`src/rtl/shift_reg_ctrl.sv`:
```
// Command sequencer for a WIDTH-bit shifting register: runs load/shift/rotate commands and returns the result.
// Optional register-activity counter on port pwr_cnt is enabled by defining SRC_PWR_CNT_EN.
module shift_reg_ctrl #(
    parameter int WIDTH = 4,
    parameter int CNT_W = 3,
    parameter int PWR_W = 16
) (
    input  logic             clk,
    input  logic             rst_n,
    input  logic             cmd_valid,
    output logic             cmd_ready,
    input  logic [1:0]       cmd_op,
    input  logic [CNT_W-1:0] cmd_cnt,
    input  logic [WIDTH-1:0] cmd_data,
    output logic [1:0]       sr_mode,
    output logic [WIDTH-1:0] sr_din,
    output logic             sr_sin,
    input  logic [WIDTH-1:0] sr_q,
    output logic             busy,
    output logic             done,
    output logic [WIDTH-1:0] result
`ifdef SRC_PWR_CNT_EN
    ,
    output logic [PWR_W-1:0] pwr_cnt
`endif
);

    typedef enum logic [1:0] {
        ST_IDLE  = 2'b00,
        ST_LOAD  = 2'b01,
        ST_SHIFT = 2'b10,
        ST_CAPT  = 2'b11
    } state_t;

    localparam logic [1:0] OP_LOAD = 2'b00;
    localparam logic [1:0] OP_SHR  = 2'b01;
    localparam logic [1:0] OP_SHL  = 2'b10;
    localparam logic [1:0] OP_ROR  = 2'b11;

    localparam logic [1:0] MODE_HOLD  = 2'b00;
    localparam logic [1:0] MODE_RIGHT = 2'b01;
    localparam logic [1:0] MODE_LEFT  = 2'b10;
    localparam logic [1:0] MODE_LOAD  = 2'b11;

    localparam logic [CNT_W-1:0] CNT_ZERO = {CNT_W{1'b0}};
    localparam logic [CNT_W-1:0] CNT_ONE  = {{(CNT_W-1){1'b0}}, 1'b1};
    localparam logic [WIDTH-1:0] DATA_ZERO = {WIDTH{1'b0}};

    state_t             state_r, state_s;
    logic [1:0]         op_r, op_s;
    logic [CNT_W-1:0]   rem_r, rem_s;
    logic [WIDTH-1:0]   data_r, data_s;
    logic               done_r, done_s;
    logic [WIDTH-1:0]   result_r, result_s;

    // State and latched-command registers
    always_ff @(posedge clk or negedge rst_n) begin
        if (!rst_n) begin
            state_r  <= ST_IDLE;
            op_r     <= OP_LOAD;
            rem_r    <= CNT_ZERO;
            data_r   <= DATA_ZERO;
            done_r   <= 1'b0;
            result_r <= DATA_ZERO;
        end else begin
            state_r  <= state_s;
            op_r     <= op_s;
            rem_r    <= rem_s;
            data_r   <= data_s;
            done_r   <= done_s;
            result_r <= result_s;
        end
    end

    // Next-state, command latch and result capture
    always_comb begin
        state_s  = state_r;
        op_s     = op_r;
        rem_s    = rem_r;
        data_s   = data_r;
        done_s   = 1'b0;
        result_s = result_r;
        case (state_r)
            ST_IDLE: begin
                if (cmd_valid) begin
                    op_s   = cmd_op;
                    data_s = cmd_data;
                    if (cmd_op == OP_LOAD) begin
                        state_s = ST_LOAD;
                        rem_s   = CNT_ZERO;
                    end else if (cmd_cnt == CNT_ZERO) begin
                        state_s = ST_CAPT;
                        rem_s   = CNT_ZERO;
                    end else begin
                        state_s = ST_SHIFT;
                        rem_s   = cmd_cnt;
                    end
                end else begin
                    state_s = ST_IDLE;
                end
            end
            ST_LOAD: begin
                state_s = ST_CAPT;
            end
            ST_SHIFT: begin
                rem_s = rem_r - CNT_ONE;
                if (rem_r == CNT_ONE) begin
                    state_s = ST_CAPT;
                end else begin
                    state_s = ST_SHIFT;
                end
            end
            ST_CAPT: begin
                result_s = sr_q;
                done_s   = 1'b1;
                state_s  = ST_IDLE;
            end
            default: begin
                state_s = ST_IDLE;
                rem_s   = CNT_ZERO;
            end
        endcase
    end

    // Moore decode of register control lines; only the rotate feedback looks at sr_q
    always_comb begin
        sr_mode   = MODE_HOLD;
        sr_din    = DATA_ZERO;
        sr_sin    = 1'b0;
        busy      = 1'b1;
        cmd_ready = 1'b0;
        case (state_r)
            ST_IDLE: begin
                busy      = 1'b0;
                cmd_ready = 1'b1;
            end
            ST_LOAD: begin
                sr_mode = MODE_LOAD;
                sr_din  = data_r;
            end
            ST_SHIFT: begin
                if (op_r == OP_SHL) begin
                    sr_mode = MODE_LEFT;
                end else begin
                    sr_mode = MODE_RIGHT;
                end
                if (op_r == OP_ROR) begin
                    sr_sin = sr_q[0];
                end else begin
                    sr_sin = 1'b0;
                end
            end
            ST_CAPT: begin
                sr_mode = MODE_HOLD;
            end
            default: begin
                sr_mode = MODE_HOLD;
            end
        endcase
    end

    assign done   = done_r;
    assign result = result_r;

`ifdef SRC_PWR_CNT_EN
    localparam logic [PWR_W-1:0] PWR_MAX = {PWR_W{1'b1}};
    localparam logic [PWR_W-1:0] PWR_ONE = {{(PWR_W-1){1'b0}}, 1'b1};

    logic [PWR_W-1:0] pwr_r;

    // Saturating count of edges on which the register is not holding
    always_ff @(posedge clk or negedge rst_n) begin
        if (!rst_n) begin
            pwr_r <= {PWR_W{1'b0}};
        end else if ((sr_mode != MODE_HOLD) && (pwr_r != PWR_MAX)) begin
            pwr_r <= pwr_r + PWR_ONE;
        end else begin
            pwr_r <= pwr_r;
        end
    end

    assign pwr_cnt = pwr_r;
`endif

endmodule

```
`config.mk`:
```
export PLATFORM = sky130hd
export DESIGN_NAME = shift_reg_ctrl
export DESIGN_NICKNAME = d
export VERILOG_FILES = /design/src/rtl/shift_reg_ctrl.sv
export SDC_FILE = /design/constraint.sdc
export NUM_CORES = 1
export LEC_CHECK = 0
export BUFFER_PORTS_ARGS = -buffer_cell sky130_fd_sc_hd__buf_4
export CORE_AREA = 3 3 58 47
export DETAILED_ROUTE_END_ITERATION = 10
export DIE_AREA = 0 0 61 50
export PLACE_DENSITY_LB_ADDON = 0.08
export SLEW_MARGIN = 20
export SYNTH_ARGS = -nofsm -noshare
export SYNTH_HDL_FRONTEND = slang
export SYNTH_SLANG_ARGS = --single-unit
```
`constraint.sdc`:
```
create_clock -name clk -period 1.8 [get_ports clk]
set_clock_uncertainty 0.1 [all_clocks]
set_input_delay 0.36 -clock clk [delete_from_list [all_inputs] [get_ports clk]]
set_output_delay 0.36 -clock clk [all_outputs]
set_load 0.01 [all_outputs]
```
==> results.ini <==
[grt]
grt_pass1_wl_um = 2770
grt_pass1_vias = 586
antenna_found_initial = 0
gr-total-overflow = 0
grtUsageTotal = 0.124
grt_max_degree = 17

[drt]
vias_per_cell = 4.84
wire_per_inst_um = 12.9
vias = 683
dr.pass1.iters = 4
route.detailed.drc = 0
drtIter0Drc = 12
drtAntennaViolNets = 0
routed_wl_um = 1830

[yosys]
yosys-top-cells-count = 16 x dfrtp_1, 11 x mux2_2, 7 x inv_1, 7 x nor2_1, 6 x ha_1
yosysMostFrequentCell = dfrtp_1
syn-cell-area_um2 = 855
async_flop_share = 1.00
ys.warnings.count = 0
synth.area.top_cells = dfrtp_1 47%, mux2_2 14%, ha_1 8.8%, inv_1 3.1%, nor2_1 3.1%
synth_ff_type = dfrtp_1
synth_fp_nets = 100
ys_types = 22
synth-edff-count = 0
synth_area_per_cell_um2 = 11.0
synthCells = 78
synth_top_area_frac = 0.469
yosysSeqAreaShare = 0.469
synth_top_cell_by_area = dfrtp_1
synth-seq-cells = 16

[clock_network]
cts_tree = yes
clock_path_buffers = 2
cts_sinks = 16
clockRootBuffer = clkbuf_4
cts.clk_slew.worst_paths_ns = 0.09
numCtsBuffers = 3
worstSkewPairLatency_ns = 0.28
htree_levels = 1

[worst_hold_path]
min_path_type = input port to flop

[setup_path]
crit_buf_inv = 2
startpoint_type = flop
critPathKind = flop to output port
endpoint_kind = output port
critPathArrivalTime_ns = 1.33
crit_fanout = 7
critPathSlowestCell = dfrtp_1
crit_chain = inv_2, ha_4, o21a_1, buf_4
cp.required_ns = 1.34
r2r_slack_ns = 0.14
crit_family = flip-flops
cp_slowest_stage_delay_ns = 0.43

[die]
die_h_um = 50
dieArea_um2 = 3050
start_util = 0.383
dieWidth_um = 61
ios = 30
core_area_um2 = 2230
num_rows = 15

[sta]
tightest_slew_ns = 0.334
post-route-min-period_ns = 1.79
slew_headroom = 0.771
rsz0062_at_grt = true
post-route-period-util = 0.993
setup_violations = 0
fmax_mhz = 560
finalHoldViolCount = 0
finalHoldWorstSlack_ns = 0.206
drv_slew = 0
finalSetupTns_ns = 0

[run]
maxCapViolCount = 0

[placement]
dp_hpwl_um = 1340
gp_congestion = 0.799
port-buffer-count = 29
dpl_cell_area_um2 = 1090

[status]
status = completed

[final_layout]
nets = 139
diodes = 0
n_fill_cell = 207
syn_to_final_growth_pct = 43.2
drive_above_1_share = 0.509
design_area_um2 = 1220

[power_and_ir_drop]
leakage_nw = 0.596
peakVddDrop_uv = 659
power_density_nw_per_um2 = 1640

## cell usage in the layout (no fill, tap or decap), types with 2 or more instances in the layout
cell | netlist | routed
buf_6 | 2 | 2
mux2_2 | 11 | 11
nand2_1 | 4 | 3
o21ai_0 | 4 | 4
mux2i_1 | 2 | 2
and2_1 | 4 | 4
nor2_1 | 7 | 7
o22ai_1 | 2 | 2
buf_4 | 0 | 33
dfrtp_1 | 16 | 16
nor3_1 | 2 | 2
inv_1 | 7 | 4
clkbuf_4 | 0 | 3
ha_1 | 6 | 3
inv_2 | 0 | 3
ha_4 | 0 | 3
## worst reg2reg max path: stages (launching register included)
cell and delay (ns):
dfrtp_1 0.44, ha_4 0.20, buf_4 0.13, buf_4 0.14
mux2i_1 0.28, a22oi_1 0.14, o31a_1 0.12
## logic make-up (layout without fill, tap and decap cells)
| logic type | Yosys count | in the layout | synth area share |
|---|---|---|---|
| mux | 13 | 13 | 0.168 |
| simple gates | 21 | 21 | 0.122 |
| fa+ha+maj | 6 | 6 | 0.0878 |
| compound gates | 13 | 13 | 0.0966 |
| flops | 16 | 16 | 0.469 |
| buf+inv | 9 | 47 | 0.0571 |
## sequential cells by signal, indices dropped and copies added, names as in the netlist
| register | flops |
|---|---|
| data_r | 4 |
| result | 4 |
| rem_r | 3 |
| op_r | 2 |
| state_r | 2 |
| done | 1 |
## power by group
part | switching [mW] | total (mW) | internal (mW)
sequential | 0.110 | 0.644 | 0.535
clock | 0.110 | 0.233 | 0.123
combinational | 0.491 | 1.13 | 0.637
## layer usage
layer,up-vias,share of wire,GRT usage
li1,343,-,-
met5,-,0,0
met4,0,0.0077,0.0217
met3,2,0.057,0.0471
met2,15,0.47,0.183
met1,323,0.46,0.172
## final timing paths
path	start	end	cells after the start
setup / recovery	state_r[1]	sr_mode[1]	4
hold / removal	sr_q[2]	result[2]	2
setup reg to reg	state_r[1]	rem_r[0]	6
hold reg to reg	data_r[3]	data_r[3]	1
max in group asynchronous	rst_n	data_r[1]	2
min in group asynchronous	rst_n	rem_r[2]	2
## stage by stage
stage	util	instances	power [mW]	worst slack (ns)
after floorplan	-	78	1.27	0.240
after global placement	0.487	131	1.57	0.157
after detailed placement	0.487	131	1.58	0.119
after CTS	0.528	137	1.92	-0.0268
after global routing	0.548	141	2.17	-0.0377
final	0.548	141	2.01	0.0131
## layout make-up
| type | count | area (um2) | share of cell area |
|---|---|---|---|
| Sequential cell | 16 | 400 | 0.327 |
| Timing Repair Buffer | 36 | 280 | 0.229 |
| Clock buffer | 4 | 36.3 | 0.0297 |
| Multi-Input combinational cell | 53 | 449 | 0.367 |
| Tap cell | 25 | 31.3 | 0.0256 |
| Inverter | 7 | 26.3 | 0.0215 |
## what timing repair did
action                                 4_1_cts  5_1_grt
gates resized for setup                      7        5
buffers inserted                             1        4
setup endpoints to repair                    8        3
pin swaps                                    0        3
endpoints found under the hold margin       16        0
hold buffers                                 1        0
No activity file was read; power rests on OpenSTA's default activity.
